File: src/rtl/mpadd_seq.sv
// Multi-word add/subtract that sequences NUM_WORDS word additions through one
// external pipelined adder and chains the carry between words.
module mpadd_seq #(
    parameter int unsigned DATA_WIDTH  = 16,
    parameter int unsigned NUM_WORDS   = 4,
    parameter int unsigned ADD_LATENCY = 2
) (
    input  logic                             clk,
    input  logic                             rst,
    input  logic                             in_valid,
    output logic                             in_ready,
    input  logic [DATA_WIDTH*NUM_WORDS-1:0]  op_a,
    input  logic [DATA_WIDTH*NUM_WORDS-1:0]  op_b,
    input  logic                             op_cin,
    input  logic                             op_sub,
    output logic                             out_valid,
    input  logic                             out_ready,
    output logic [DATA_WIDTH*NUM_WORDS-1:0]  result,
    output logic                             result_cout,
    output logic [DATA_WIDTH-1:0]            add_a,
    output logic [DATA_WIDTH-1:0]            add_b,
    output logic                             add_cin,
    input  logic [DATA_WIDTH-1:0]            add_sum,
    input  logic                             add_cout
);

    localparam int unsigned IDX_W = (NUM_WORDS > 1) ? $clog2(NUM_WORDS) : 1;
    localparam int unsigned CNT_W = (ADD_LATENCY > 1) ? $clog2(ADD_LATENCY) : 1;
    localparam logic [IDX_W-1:0] LAST_IDX  = IDX_W'(NUM_WORDS - 1);
    localparam logic [CNT_W-1:0] WAIT_LOAD = CNT_W'(ADD_LATENCY - 1);

    typedef enum logic [2:0] {
        S_IDLE,
        S_ISSUE,
        S_WAIT,
        S_CAPTURE,
        S_DONE
    } state_t;

    state_t state;
    state_t state_nx;

    logic [NUM_WORDS-1:0][DATA_WIDTH-1:0] a_q;
    logic [NUM_WORDS-1:0][DATA_WIDTH-1:0] b_q;
    logic [NUM_WORDS-1:0][DATA_WIDTH-1:0] res_q;
    logic [IDX_W-1:0]                     idx;
    logic [CNT_W-1:0]                     wait_cnt;
    logic                                 carry;
    logic                                 last_word;

    assign last_word = (idx == LAST_IDX);
    assign result    = res_q;

    // State register
    always_ff @(posedge clk) begin
        if (rst) begin
            state <= S_IDLE;
        end else begin
            state <= state_nx;
        end
    end

    // Next-state logic
    always_comb begin
        state_nx = state;
        case (state)
            S_IDLE: begin
                if (in_valid) begin
                    state_nx = S_ISSUE;
                end
            end
            S_ISSUE: begin
                state_nx = (ADD_LATENCY > 1) ? S_WAIT : S_CAPTURE;
            end
            S_WAIT: begin
                if (wait_cnt == CNT_W'(1)) begin
                    state_nx = S_CAPTURE;
                end
            end
            S_CAPTURE: begin
                state_nx = last_word ? S_DONE : S_ISSUE;
            end
            S_DONE: begin
                if (out_ready) begin
                    state_nx = S_IDLE;
                end
            end
            default: state_nx = S_IDLE;
        endcase
    end

    // Output decode; the adder sees nonzero operands only while issuing
    always_comb begin
        in_ready  = 1'b0;
        out_valid = 1'b0;
        add_a     = '0;
        add_b     = '0;
        add_cin   = 1'b0;
        case (state)
            S_IDLE:  in_ready = 1'b1;
            S_ISSUE: begin
                add_a   = a_q[idx];
                add_b   = b_q[idx];
                add_cin = carry;
            end
            S_DONE:  out_valid = 1'b1;
            default: ;
        endcase
    end

    // Operand latch, word sequencing and result accumulation
    always_ff @(posedge clk) begin
        if (rst) begin
            a_q         <= '0;
            b_q         <= '0;
            res_q       <= '0;
            idx         <= '0;
            wait_cnt    <= '0;
            carry       <= 1'b0;
            result_cout <= 1'b0;
        end else begin
            case (state)
                S_IDLE: begin
                    idx <= '0;
                    if (in_valid) begin
                        a_q   <= op_a;
                        b_q   <= op_sub ? ~op_b : op_b;
                        carry <= op_sub ? 1'b1 : op_cin;
                    end
                end
                S_ISSUE: begin
                    wait_cnt <= WAIT_LOAD;
                end
                S_WAIT: begin
                    wait_cnt <= wait_cnt - CNT_W'(1);
                end
                S_CAPTURE: begin
                    res_q[idx] <= add_sum;
                    carry      <= add_cout;
                    if (last_word) begin
                        idx         <= '0;
                        result_cout <= add_cout;
                    end else begin
                        idx <= idx + IDX_W'(1);
                    end
                end
                default: ;
            endcase
        end
    end

endmodule

File: config.mk
export PLATFORM = sky130hd
export DESIGN_NAME = mpadd_seq
export DESIGN_NICKNAME = d
export VERILOG_FILES = /design/src/rtl/mpadd_seq.sv
export SDC_FILE = /design/constraint.sdc
export NUM_CORES = 1
export LEC_CHECK = 0
export BUFFER_PORTS_ARGS = -buffer_cell sky130_fd_sc_hd__buf_2
export CAP_MARGIN = 20
export CORE_ASPECT_RATIO = 0.75
export CORE_MARGIN = 3
export CORE_UTILIZATION = 49
export CTS_BUF_LIST = sky130_fd_sc_hd__clkbuf_4 sky130_fd_sc_hd__clkbuf_8
export DETAILED_ROUTE_END_ITERATION = 10
export MAX_ROUTING_LAYER = met4
export PLACE_DENSITY = 0.77
export SYNTH_ARGS = -nofsm -noshare
export SYNTH_HDL_FRONTEND = slang
export SYNTH_SLANG_ARGS = --single-unit
File: constraint.sdc
create_clock -name clk -period 2.95 [get_ports clk]
set_input_delay 0.295 -clock clk [delete_from_list [all_inputs] [get_ports clk]]
set_output_delay 0.295 -clock clk [all_outputs]
set_load 0.05 [all_outputs]
==> impl_metrics.toml, run 1 <==
[drt]
vias_per_cell = 5.352
ant_nets = 0
wire_per_inst_um = 17.03
drt_wl_total_mm = 24.41
drt_first_pass_iters = 5
num_vias = 7669
drc_errors = 0
first_iter_violations = 712

[final_layout]
layout_common_cells = "nand2_1 (260), buf_2 (248), dfxtp_1 (197)"
final_cells = 1433
nFillCells = 1548
fin_util_pct = 61.52
fin_area_um2 = 10510
layout_commonest_cell = "nand2_1"
ff_latch_area_um2 = 4008
nNetsFinal = 1337
drive_gt1_share_pct = 29.87
area_delta_synth_final_pct = 20.81
multi_input_area_um2 = 4235

[run]
maxCapViolations = 0

[global_routing]
grt_max_degree = 72
overflow = 0
grt_pass1_vias = 7201
grt_pass1_wl_mm = 37.97
antenna_found_initial = 2
grtUsageTotal_pct = 25.41

[floorplanning]
core_area_um2 = 17080
dieHeight_um = 121.4
die_x_um = 159.8
rows = 41
start_util_pct = 50.92
boundaryPins = 251
die_area_um2 = 19400

[worst_setup_path]
r2r_start = "state[2]$_SDFFE_PP0P_"
startpoint_type = "register"
path_class = "register to output pin"
r2r_cells = 4
cp-end-kind = "output pin"
r2r_setup_slack_ps = 830
startpoint = "idx[0]$_SDFFE_PP0P_"
cp_max_fo = 16
reg2reg_to = "a_q[22]$_SDFFE_PP0P_"
worst_ep_required_time_ps = 2650
arrival_ps = 2400

[power_and_ir_drop]
powerDensity_nw_per_um2 = 563.3
ir_worst_vdd_uv = 296.0
p_leak_nw = 4.331

[synthesis]
ys_warn_count = 0
synth_area_leaders = "dfxtp_1 (46%), nand2_1 (11%), mux4_2 (8.3%), a21oi_1 (7.5%), xnor2_1 (6.5%)"
synth_top_area_share_pct = 46.03
netlist_area_um2 = 8698
yosys_register_bits = 200
async_flop_share_pct = 0
syn_nets = 1135
seq_area_frac_synth_pct = 46.03
ys.flop_type = "dfxtp_1"
ys_types = 32
synth_top_cell_by_area = "dfxtp_1"
synth_edf_count = 0
synthCells = 980
syn_avg_cell_area_um2 = 8.876

[clock_network]
ctsRootBufferMaster = "clkbuf_8"
cts.sinks = 200
tritoncts = "done"
holdBufCountCts = 0
numCtsBuffers = 17
clockBufferDepth = 2
postCtsSetupBuffers = 0
clk_pin_slew_ps = 120
cts_resized = 0
htreeDepth = 4
clk_latency_ps = 480

[timing]
min_period_ps = 2695
hold_viol_final = 0
rsz0062_at_grt = "no"
final_max_slew_viol_count = 0
clock_skew_ps = 20.02
maxSlewHeadroom_pct = 40.56
finalCritPeriodShare_pct = 91.35
fmax_mhz = 371.1
holdWs_ps = 41.20
tns_ps = 0
worst_slew_pin_slew_ps = 887.9
setup_viol_count_final = 0

[place]
gp_congestion = 0.8960
placed_area_um2 = 10080
dp_hpwl_mm = 17.18
dpl.cell_count = 1399
port_buffers = 250

[min_path]
worstHoldEndpoint = "a_q[56]$_SDFFE_PP0P_"
hp-class = "primary input to register"
hold_depth = 3
hp-start = "op_a[56]"

[status]
status = "complete, no violations"
==> worst max-delay path by stage <==
stage | to | slack [ps] | cells after the start
after floorplan | add_b[0] | 960 | 4
after global placement | add_a[6] | 750 | 4
after detailed placement | add_a[11] | 710 | 4
after CTS | add_a[6] | 190 | 4
after global routing | add_a[8] | 70 | 4
final | add_a[11] | 260 | 4
==> cells by family after synthesis <==
| logic type | Yosys count | share of synthesized area [%] |
|---|---|---|
| DFF | 200 | 46.03 |
| buffers and inverters | 93 | 5.308 |
| and+or+nand+nor | 382 | 18.58 |
| AOI/OAI and AO/OA | 201 | 14.30 |
| adders and majority gates | 4 | 0.5754 |
| muxes | 35 | 8.659 |
| xor gates and xnor gates | 65 | 6.545 |
==> routing by layer <==
metal / share of wire (%) / GRT usage [%]
met1: 47 / 36.70
met4: 2.6 / 8.347
met2: 42 / 34.55
met3: 8.4 / 6.653
met5: 0 / -
==> power breakdown <==
group | switching, mW | internal (mW) | total (mW)
sequential | 0.144 | 2.90 | 3.04
combinational | 0.615 | 0.441 | 1.06
clock | 1.15 | 0.671 | 1.82
==> state kept, by name (all words and copies together) (netlist names) <==
name,count
carry,1
state,3
a_q,64
b_q,64
wait_cnt,1
idx,2
result_cout,1
result,64
==> cell usage after synthesis, drive strengths merged, types with 2 or more instances <==
cell type	n
a211oi	66
a21oi	131
and3	33
and4b	4
buf	56
clkbuf	33
dfxtp	200
ha	4
inv	4
mux2	2
mux4	32
nand2	260
nand2b	2
nand3	2
nand3b	2
nand4b	5
nor2	68
or3	2
xnor2	65
==> per-stage QoR <==
step / power, mW / setup slack [ps]
after floorplan: 3.813 / 957.7
after global placement: 4.130 / 749.8
after detailed placement: 4.155 / 709.0
after CTS: 5.951 / 189.3
after global routing: 6.192 / 71.90
final: 5.920 / 255.2
==> layout make-up <==
class	count	area share, %
antenna	2	0.04762
clock inverter	15	1.822
sequential	200	38.14
timing repair buffer	272	14.51
tap	236	2.810
inverter	4	0.1429
clock buffer	17	2.226
multi-input combinational	687	40.30
==> critical path, cell delays in order (launching register included) <==
cell and delay (ps):
dfxtp_2 680, buf_4 330, mux4_2 520, and3_1 190, buf_2 200
No activity file was read; power rests on OpenSTA's default activity.
==> run 2, diff against run 1 <==
==> constraint.sdc (replaced) <==
create_clock -name clk -period 2.9 [get_ports clk]
set_input_delay 0.29 -clock clk [delete_from_list [all_inputs] [get_ports clk]]
set_output_delay 0.29 -clock clk [all_outputs]
set_load 0.05 [all_outputs]
==> impl_metrics.toml, run 2 (synthesis results as in run 1) <==
[power_and_ir_drop]
ir_worst_vdd_uv = 385.0
p_leak_nw = 4.284
powerDensity_nw_per_um2 = 568.0

[floorplanning]
dieHeight_um = 121.4
core_area_um2 = 17080
die_area_um2 = 19400
rows = 41
die_x_um = 159.8
boundaryPins = 251
start_util_pct = 50.92

[drt]
num_vias = 7601
drt_wl_total_mm = 24.21
wire_per_inst_um = 16.91
vias_per_cell = 5.308
first_iter_violations = 800
drc_errors = 0
drt_first_pass_iters = 5
ant_nets = 0

[global_routing]
grtUsageTotal_pct = 25.36
grt_max_degree = 97
grt_pass1_vias = 7188
overflow = 0
grt_pass1_wl_mm = 38.12
antenna_found_initial = 4

[worst_setup_path]
cpMaxStageDelayCell = "dfxtp_2"
startpoint_type = "register"
r2r_start = "state[0]$_SDFFE_PP0P_"
r2r_cells = 4
path_class = "register to output pin"
reg2reg_to = "a_q[27]$_SDFFE_PP0P_"
arrival_ps = 2330
cp_cell_sequence = "buf_4, mux4_2, and3_1, buf_2"
worst_ep_required_time_ps = 2610
cp_max_fo = 14
cpPeakStageDelay_ps = 620
startpoint = "idx[0]$_SDFFE_PP0P_"
cp-end-kind = "output pin"
r2r_setup_slack_ps = 720

[clock_network]
postCtsSetupBuffers = 0
clockBufferDepth = 2
ctsRootBufferMaster = "clkbuf_8"
clk_pin_slew_ps = 120
tritoncts = "done"
clk_latency_ps = 470
cts.sinks = 200
numCtsBuffers = 17
cts_resized = 0
holdBufCountCts = 0
htreeDepth = 4

[final_layout]
layout_common_cells = "nand2_1 (260), buf_2 (248), dfxtp_1 (197)"
layout_commonest_cell = "nand2_1"
drive_gt1_share_pct = 29.70
area_delta_synth_final_pct = 19.81
nNetsFinal = 1334

[place]
port_buffers = 250
dp_hpwl_mm = 16.96
gp_congestion = 0.8955

[timing]
holdWs_ps = 37.31
worst_slew_pin_slew_ps = 977.1
rsz0062_at_grt = "no"
min_period_ps = 2616
clock_skew_ps = 16.97
maxSlewHeadroom_pct = 34.86
setup_viol_count_final = 0
tns_ps = 0
finalCritPeriodShare_pct = 90.21
fmax_mhz = 382.3
hold_viol_final = 0
final_max_slew_viol_count = 0

[status]
status = "complete, no violations"

[min_path]
worstHoldEndpoint = "a_q[56]$_SDFFE_PP0P_"
hp-start = "op_a[56]"
hold_depth = 3
hp-class = "primary input to register"

[run]
maxCapViolations = 0
==> run 2: cell count changes in the layout (fill, tap and decap cells not counted) <==
cell and change:
buf_4 +1, clkinv_4 -1, inv_8 +2, buf_12 -4, diode_2 +2, clkinvlp_4 +2
inv_12 -3
==> run 2: area by class of cell <==
class | instances | area (um2)
multi-input combinational | 687 | 4235
clock buffer | 17 | 234.0
antenna | 4 | 10.01
tap | 236 | 295.3
sequential | 200 | 4008
inverter | 4 | 15.01
clock inverter | 15 | 171.4
timing repair buffer | 269 | 1453
fill | 1518 | 6661
==> run 2: worst max-delay path, delay by kind of cell (launching register included) <==
kind	cells	cell delay (ps)
flip-flops	1	620
buffers and inverters	2	520
AND/OR/NAND/NOR	1	190
multiplexers	1	520
==> run 2: how the worst max path moves through the flow <==
stage / endpoint / slack [ps]
CTS: add_a[6] / 220
global route: add_a[11] / 120
finish: add_a[11] / 280
detailed placement: add_a[6] / 750
floorplan: add_b[0] / 910
global placement: add_a[6] / 760
==> run 2: per-stage QoR <==
stage          utilization [%]  worst slack [ps]  cells  power, mW  cell area [um2]
6_report                 61.00             284.0   1432      5.920            10420
5_1_grt                  61.00             121.5   1432      6.197            10420
4_1_cts                  60.95             215.9   1428      5.945            10410
3_5_place_dp             58.57             753.7   1396      4.187            10010
3_3_place_gp             58.57             759.3   1396      4.163            10010
2_1_floorplan                -             912.7    980      3.879             8698
==> run 2: metal layers <==
metal | share of wire [%] | vias up | wire (um) | GRT usage (%)
li1 | - | 3729 | - | -
met4 | 1.5 | 0 | 365 | 7.913
met5 | 0 | - | 0 | -
met3 | 8.4 | 30 | 2045 | 5.527
met2 | 44 | 316 | 10590 | 36.47
met1 | 46 | 3526 | 11210 | 35.89
==> run 2: power breakdown <==
group	total [mW]	internal (mW)	switching, mW
Combinational	1.02	0.424	0.598
Sequential	3.11	2.95	0.159
Clock	1.79	0.659	1.13
Total	5.92	4.03	1.89
